[config.mk]
export PLATFORM = sky130hd
export DESIGN_NAME = countdown_timer
export DESIGN_NICKNAME = d
export VERILOG_FILES = /design/src/rtl/countdown_timer.sv
export SDC_FILE = /design/constraint.sdc
export NUM_CORES = 1
export LEC_CHECK = 0
export CAP_MARGIN = 20
export CORE_MARGIN = 2
export CORE_UTILIZATION = 60
export DETAILED_ROUTE_END_ITERATION = 8
export HOLD_SLACK_MARGIN = 0.06
export PLACE_DENSITY = 0.79
export SLEW_MARGIN = 10
export SYNTH_ARGS = -nofsm -noshare
export SYNTH_HDL_FRONTEND = slang
export SYNTH_SLANG_ARGS = --single-unit
[constraint.sdc]
create_clock -name clk_50Mhz -period 6.3 [get_ports clk_50Mhz]
set_input_delay 1.26 -clock clk_50Mhz [delete_from_list [all_inputs] [get_ports clk_50Mhz]]
set_output_delay 1.26 -clock clk_50Mhz [all_outputs]
set_load 0.01 [all_outputs]
[src/rtl/countdown_timer.sv]
// countdown_timer: mm:ss BCD countdown with key-driven preset, pause/resume and sticky alarm.
// Keys are synchronized and edge-detected; outputs share the stopwatch digit format.
module countdown_timer #(
    parameter int TICK_DIV = 50_000_000
) (
    input  logic       clk_50Mhz,
    input  logic       reset,
    input  logic       key_mode,
    input  logic       key_adj,
    input  logic       key_run,
    output logic [3:0] dvseconds_count,
    output logic [3:0] chucseconds_count,
    output logic [3:0] dvminutes_count,
    output logic [3:0] chucminutes_count,
    output logic [1:0] edit_field,
    output logic       running,
    output logic       alarm
);
    localparam int PW = $clog2(TICK_DIV);
    localparam logic [PW-1:0] LAST = PW'(TICK_DIV - 1);

    typedef enum logic [2:0] {IDLE, SET_MIN, SET_SEC, RUN, PAUSE, DONE} state_t;

    state_t        state_q, state_d;
    logic [2:0]    sync1, sync2, prev, ev;
    logic [15:0]   time_q, time_d;
    logic [PW-1:0] presc_q, presc_d;
    logic          run_ev, mode_ev, adj_ev, zero, tick;

    function automatic logic [7:0] inc60(input logic [7:0] f);
        return (f[3:0] == 4'd9) ? ((f[7:4] == 4'd5) ? 8'h00 : {f[7:4] + 4'd1, 4'd0})
                                : {f[7:4], f[3:0] + 4'd1};
    endfunction

    function automatic logic [15:0] dec_time(input logic [15:0] t);
        if (t[3:0] != 4'd0)
            return {t[15:4], t[3:0] - 4'd1};
        if (t[7:4] != 4'd0)
            return {t[15:8], t[7:4] - 4'd1, 4'd9};
        if (t[11:8] != 4'd0)
            return {t[15:12], t[11:8] - 4'd1, 4'd5, 4'd9};
        return {t[15:12] - 4'd1, 4'd9, 4'd5, 4'd9};
    endfunction

    // Key order in the vectors is {run, mode, adj}; events are registered one-cycle pulses
    always_ff @(posedge clk_50Mhz) begin
        if (!reset) begin
            sync1 <= '1;
            sync2 <= '1;
            prev  <= '1;
            ev    <= '0;
        end else begin
            sync1 <= {key_run, key_mode, key_adj};
            sync2 <= sync1;
            prev  <= sync2;
            ev    <= prev & ~sync2;
        end
    end

    assign run_ev  = ev[2];
    assign mode_ev = ev[1] & ~ev[2];
    assign adj_ev  = ev[0] & ~ev[2] & ~ev[1];
    assign zero    = time_q == '0;
    assign tick    = presc_q == LAST;

    always_comb begin
        state_d = state_q;
        time_d  = time_q;
        presc_d = presc_q;
        case (state_q)
            IDLE: begin
                if (run_ev) begin
                    if (!zero) begin
                        state_d = RUN;
                        presc_d = '0;
                    end
                end else if (mode_ev)
                    state_d = SET_MIN;
            end
            SET_MIN, SET_SEC: begin
                if (run_ev) begin
                    if (!zero) begin
                        state_d = RUN;
                        presc_d = '0;
                    end
                end else if (mode_ev)
                    state_d = (state_q == SET_MIN) ? SET_SEC : IDLE;
                else if (adj_ev)
                    time_d = (state_q == SET_MIN) ? {inc60(time_q[15:8]), time_q[7:0]}
                                                  : {time_q[15:8], inc60(time_q[7:0])};
            end
            RUN: begin
                if (run_ev)
                    state_d = PAUSE;
                else begin
                    presc_d = tick ? '0 : presc_q + 1'b1;
                    if (tick) begin
                        time_d  = dec_time(time_q);
                        state_d = (dec_time(time_q) == '0) ? DONE : RUN;
                    end
                end
            end
            PAUSE: begin
                if (run_ev)
                    state_d = RUN;
                else if (mode_ev)
                    state_d = SET_MIN;
            end
            DONE: state_d = (ev != '0) ? IDLE : DONE;
            default: state_d = IDLE;
        endcase
    end

    always_ff @(posedge clk_50Mhz) begin
        if (!reset) begin
            state_q    <= IDLE;
            time_q     <= '0;
            presc_q    <= '0;
            edit_field <= 2'b00;
            running    <= 1'b0;
            alarm      <= 1'b0;
        end else begin
            state_q    <= state_d;
            time_q     <= time_d;
            presc_q    <= presc_d;
            edit_field <= (state_d == SET_MIN) ? 2'b01 : (state_d == SET_SEC) ? 2'b10 : 2'b00;
            running    <= state_d == RUN;
            alarm      <= state_d == DONE;
        end
    end

    assign {chucminutes_count, dvminutes_count, chucseconds_count, dvseconds_count} = time_q;
endmodule

---- Yosys cells after proc, flatten, opt, wreduce, memory -nomap -nowiden ----
Index checks and enable logic that the tools add are counted.
cells by class
  mux-type cells .......................... 52
  add/sub/neg operators ................... 9
  equality and inequality tests ........... 25
  reductions and logical operators ........ 17
  bitwise logic cells ..................... 8
operators by type and width
  cell                                                 count
  two-way mux 16 bit                                   13
  two-way mux 26 bit                                   4
  one-hot mux 26 bit (2 select lines)                  1
  zero test 16 bit                                     2
  two-way mux 8 bit                                    4
  one-hot mux 16 bit (2 select lines)                  1
  two-way mux 3 bit                                    10
  adder 26 x 1 -> 26 bit, second input constant        1
  equality test 26 bit, second input constant          1
  inequality test 2 bit, second input constant         10
  adder 4 x 1 -> 4 bit, second input constant          4
  two-way mux 1 bit                                    16
  AND reduction 8 bit                                  2
  subtractor 4 x 1 -> 4 bit, second input constant     4
  one-hot mux 3 bit (5 select lines)                   1
  AND reduction 7 bit                                  2
  equality test 3 x 2 -> 1 bit, second input constant  4
  nonzero test 4 bit                                   3
  equality test 3 bit, second input constant           3
  equality test 4 x 3 -> 1 bit, second input constant  2
  equality test 4 bit, second input constant           2
  equality test 3 x 1 -> 1 bit, second input constant  2
  two-way mux 2 bit                                    2
  AND reduction 4 bit                                  1
  10 further kinds                                     16
storage, ports and cells
  word-level logic and storage cells ...... 125
  register bits after elaboration ......... 61
  input port bits ......................... 5
  output and inout bits ................... 20

---- Longest topological paths before layout ----
  depth in word-level cells ............... 28
  mapped depth ............................ 10
  gate-level depth less buffers ........... 8

---- Least setup slack after synthesis ----
No wires, ideal clock.
  path kind ............................... reg2reg
  start point ............................. register time_q[4]
  end point ............................... register alarm
  period minus slack after synthesis ...... 2.360 ns
  path buffers ............................ 1
  required time ........................... 6.226 ns
  arrival time ............................ 2.287 ns
  slack ................................... 3.940 ns
  stages on the path, launching flop included .. 10
  setup time .............................. 0.074 ns
  cells stage by stage .................... dfxtp_1 -> inv_1 -> ha_1 -> nor3b_2 -> buf_6 -> a211o_1 -> a2111oi_2 -> nand4_1 -> o31a_1 -> nor3_2
on the way
  cells in the longest elaborated chain, start to end .. 17
  elaborated cells on any way between the ends .. 26
  those cells by class .................... add/sub (1); eq/ne (1); mux (21); reduce/logical (3)
RTL lines
  item                                                                                line  RTL
  start, declared                                                                     26    logic [15:0] time_q, time_d;
  start signal, assigned                                                              124   time_q <= time_d;
  parallel branches: the longest is 15 deep, another holds subtractor 4 x 1 -> 4 bit  -
  one-hot mux 3 bit (5 select lines) (*)                                              70    case (state_q)
  equality test 3 bit (*)                                                             128   alarm <= state_d == DONE;
  end signal, assigned                                                                121   alarm <= 1'b0;
  end signal, assigned                                                                128
  end, declared                                                                       17    output logic alarm
Mark *: on every way between the ends. The select of a mux whose other input is x is not followed.
A chain may end at the register's enable or synchronous reset.

---- Final worst setup path ----
  start point ............................. register time_q[4]
  end point ............................... register presc_q[16]
on the way
  cells in the longest elaborated chain, start to end .. 3
RTL lines
  item                                    line  RTL
  zero test 16 bit                        63    assign zero = time_q == '0;
  inequality test 2 bit (no source line)  -
  AND reduction 4 bit (no source line)    -
  end signal, assigned                    125   presc_q <= presc_d;
  end, declared                           27    logic [PW-1:0] presc_q, presc_d;
No other way between the ends.

==> reports/results.ini <==
[status]
status=completed

[die]
die_w_um=81.3
dieHeight_um=81.3
coreArea_um2=5850
dieArea_um2=6610
start_util_pct=61.3
rows=28
io_pins=25

[synth]
ys_types=70
syn_nets=454
yosysSeqAreaShare_pct=34.1
synth_top_flop_cell=dfxtp_1
synth_area_leaders=dfxtp_1, xor2_1, nor2_1
yosysTopAreaCellShare_pct=34.1
async_reset_ff_share_pct=0
synthCells=435
synth.avg_cell_area_um2=8.24
syn_area_um2=3590
yosysTopAreaCell=dfxtp_1
synth-seq-cells=61
synth_edf_count=0
yosysWarnings=0

[final_layout]
drive_above_1_share_pct=7.06
layout_common_cells=dfxtp_1, nor2_1, nand2_1
fin_nets=468
area_growth_syn_to_layout_pct=10.3
fin_util_pct=67.6
num_antenna_cells=0
instances_no_fill=528
final_common_cell=dfxtp_1

[clock_tree]
cts_root_buf=clkbuf_8
insertion_delay_ns=0.34
cts-hold-fix-buffers=0
cts_sinks=61
cts_made_buffers=9
cts-resized-gates=0
htreeDepth=3
cts_tree=done
clkTransAtPathRegs_ns=0.07
clockBufferDepth=2
postCtsSetupBuffers=0

[detailed_routing]
wl_per_cell_um=14.8
drtPass1Iterations=5
viasPerCell=5.93
drt-total-wl_um=7820
vias=3132
drc=0
dr.first_iter.drc_count=332
ant_nets=0

[min_path]
hp-class=flop to flop
hold_start=prev[0]$_SDFF_PN1_
worstHoldPathCells=2
hold_end=ev[0]$_SDFF_PN0_

[grt]
grt_usage_pct=25.5
grt-ovfl-total=0
antenna_found_initial=0
grt_pass1_wl_um=13300
grt_start_max_net_pins=27
first_global_vias=2835

[setup_path]
worstPathMaxFanout=26
r2r_end=presc_q[16]$_SDFFE_PN0P_
crit_start=time_q[4]$_SDFFE_PN0P_
rrSetupSlack_ns=3.10
start_kind=flop
cp.arrival_ns=3.40
r2r_cells=8
crit_type=flop to flop
required_ns=6.50
r2r-start=time_q[4]$_SDFFE_PN0P_
setup.worst_path.end_class=flop

[sta]
slew_headroom_pct=24.8
setup-violations-final=0
hold_viol=0
drv_slew=0
clock.fmax_mhz=312
setup_slack_ns=3.10
whs_ns=0.396
rsz0062_at_grt=false
period_share_pct=50.8
fin_skew_ns=0.0112
min_period_ns=3.20
tns_ns=0
tightestPinTransition_ns=1.12

[power]
netSwitchingPower_w=0.000183
intPower_w=0.000586
swShare_pct=23.8
seqPwrFrac_pct=51.3
power.density_nw_per_um2=194
pwr-share-clk_pct=43.6
leakagePower_nw=1.50
pwr-share-comb_pct=5.1
ir_drop_mv=0.136

[placed_design]
io_buffers=24
post-place-cells=513
post-place-ws_ns=3.13
globalplace.congestion=0.874
dp_hpwl_um=5290

[flow_run]
maxCapViolCount=0

## cell usage after synthesis, drive strengths merged, types with 4 or more instances
| cell type | instances |
|---|---|
| nand2 | 32 |
| and3 | 8 |
| a21oi | 18 |
| nand4 | 17 |
| o211ai | 4 |
| ha | 14 |
| o21ai | 19 |
| nor4 | 6 |
| nand2b | 17 |
| nand3 | 24 |
| mux2i | 5 |
| xor2 | 25 |
| nor3 | 9 |
| nor2 | 58 |
| nor2b | 5 |
| and4 | 4 |
| nor3b | 5 |
| xnor2 | 5 |
| inv | 21 |
| dfxtp | 61 |
| o22ai | 5 |
| clkbuf | 11 |
| buf | 11 |
| o21a | 4 |
## registers in the layout, indices dropped and copies added, names as in the netlist
signal / cells
alarm: 1
edit_field: 2
ev: 3
presc_q: 26
prev: 3
running: 1
state_q: 3
sync1: 3
sync2: 3
time_q: 16
## cell type report
| type | instances | area [um2] |
|---|---|---|
| Sequential cell | 61 | 1220 |
| Clock buffer | 11 | 131 |
| Inverter | 22 | 82.6 |
| Clock inverter | 4 | 48.8 |
| Tap cell | 75 | 93.8 |
| Multi-Input combinational cell | 330 | 2130 |
| Fill cell | 470 | 1890 |
| Timing Repair Buffer | 25 | 248 |
## metal layers
layer	GRT usage, %	part of all wire, %	vias up
li1	-	-	1559
met1	36.4	50	1475
met3	5.67	5.4	10
met5	0	0	-
met2	37.8	43	88
met4	8.64	1.4	0
## stage by stage
step	area [um2]	total power [W]
final	3960	0.000769
after detailed placement	3780	0.000442
after global placement	3780	0.000442
after CTS	3960	0.000772
after global routing	3960	0.000794
after floorplan	3590	0.000431
## critical path: stages, from the launching register on
cell and delay [ns]:
dfxtp_1 0.53, inv_1 0.09, ha_1 0.28, nor3b_2 0.25
nand4_1 0.19, a22o_1 0.72, inv_2 0.10, o21ai_2 0.76
nor2_1 0.12
## how the worst max path moves through the flow
stage	endpoint	slack, ns	cells after the start
3_5_place_dp	presc_q[11]$_SDFFE_PN0P_	3.13	8
5_1_grt	presc_q[23]$_SDFFE_PN0P_	2.79	8
2_1_floorplan	alarm$_SDFF_PN0_	3.94	9
3_3_place_gp	presc_q[14]$_SDFFE_PN0P_	3.30	8
6_report	presc_q[16]$_SDFFE_PN0P_	3.10	8
4_1_cts	presc_q[16]$_SDFFE_PN0P_	3.09	8
## power groups by stage
| stage | clock [W] | combinational, W | sequential, W |
|---|---|---|---|
| after floorplan | 0 | 0.0000293 | 0.000401 |
| after CTS | 0.000338 | 0.0000389 | 0.000395 |
| after global placement | 0 | 0.0000385 | 0.000403 |
| after global routing | 0.000355 | 0.0000440 | 0.000395 |
| final | 0.000335 | 0.0000392 | 0.000395 |
| after detailed placement | 0 | 0.0000384 | 0.000403 |
## cell families (layout without fill, tap and decap cells)
kind of cell,count (synthesis),in the layout,share of synthesized area (%)
buffers and inverters,44,62,6.52
flip-flops,61,61,34.1
AND/OR/NAND/NOR,200,200,30.2
AO/OA/AOI/OAI,81,81,15.6
multiplexers,5,5,1.40
XOR/XNOR,30,30,7.33
adder cells (fa/ha/maj),14,14,4.88
Note: power is estimated with default switching activity, not from simulation.
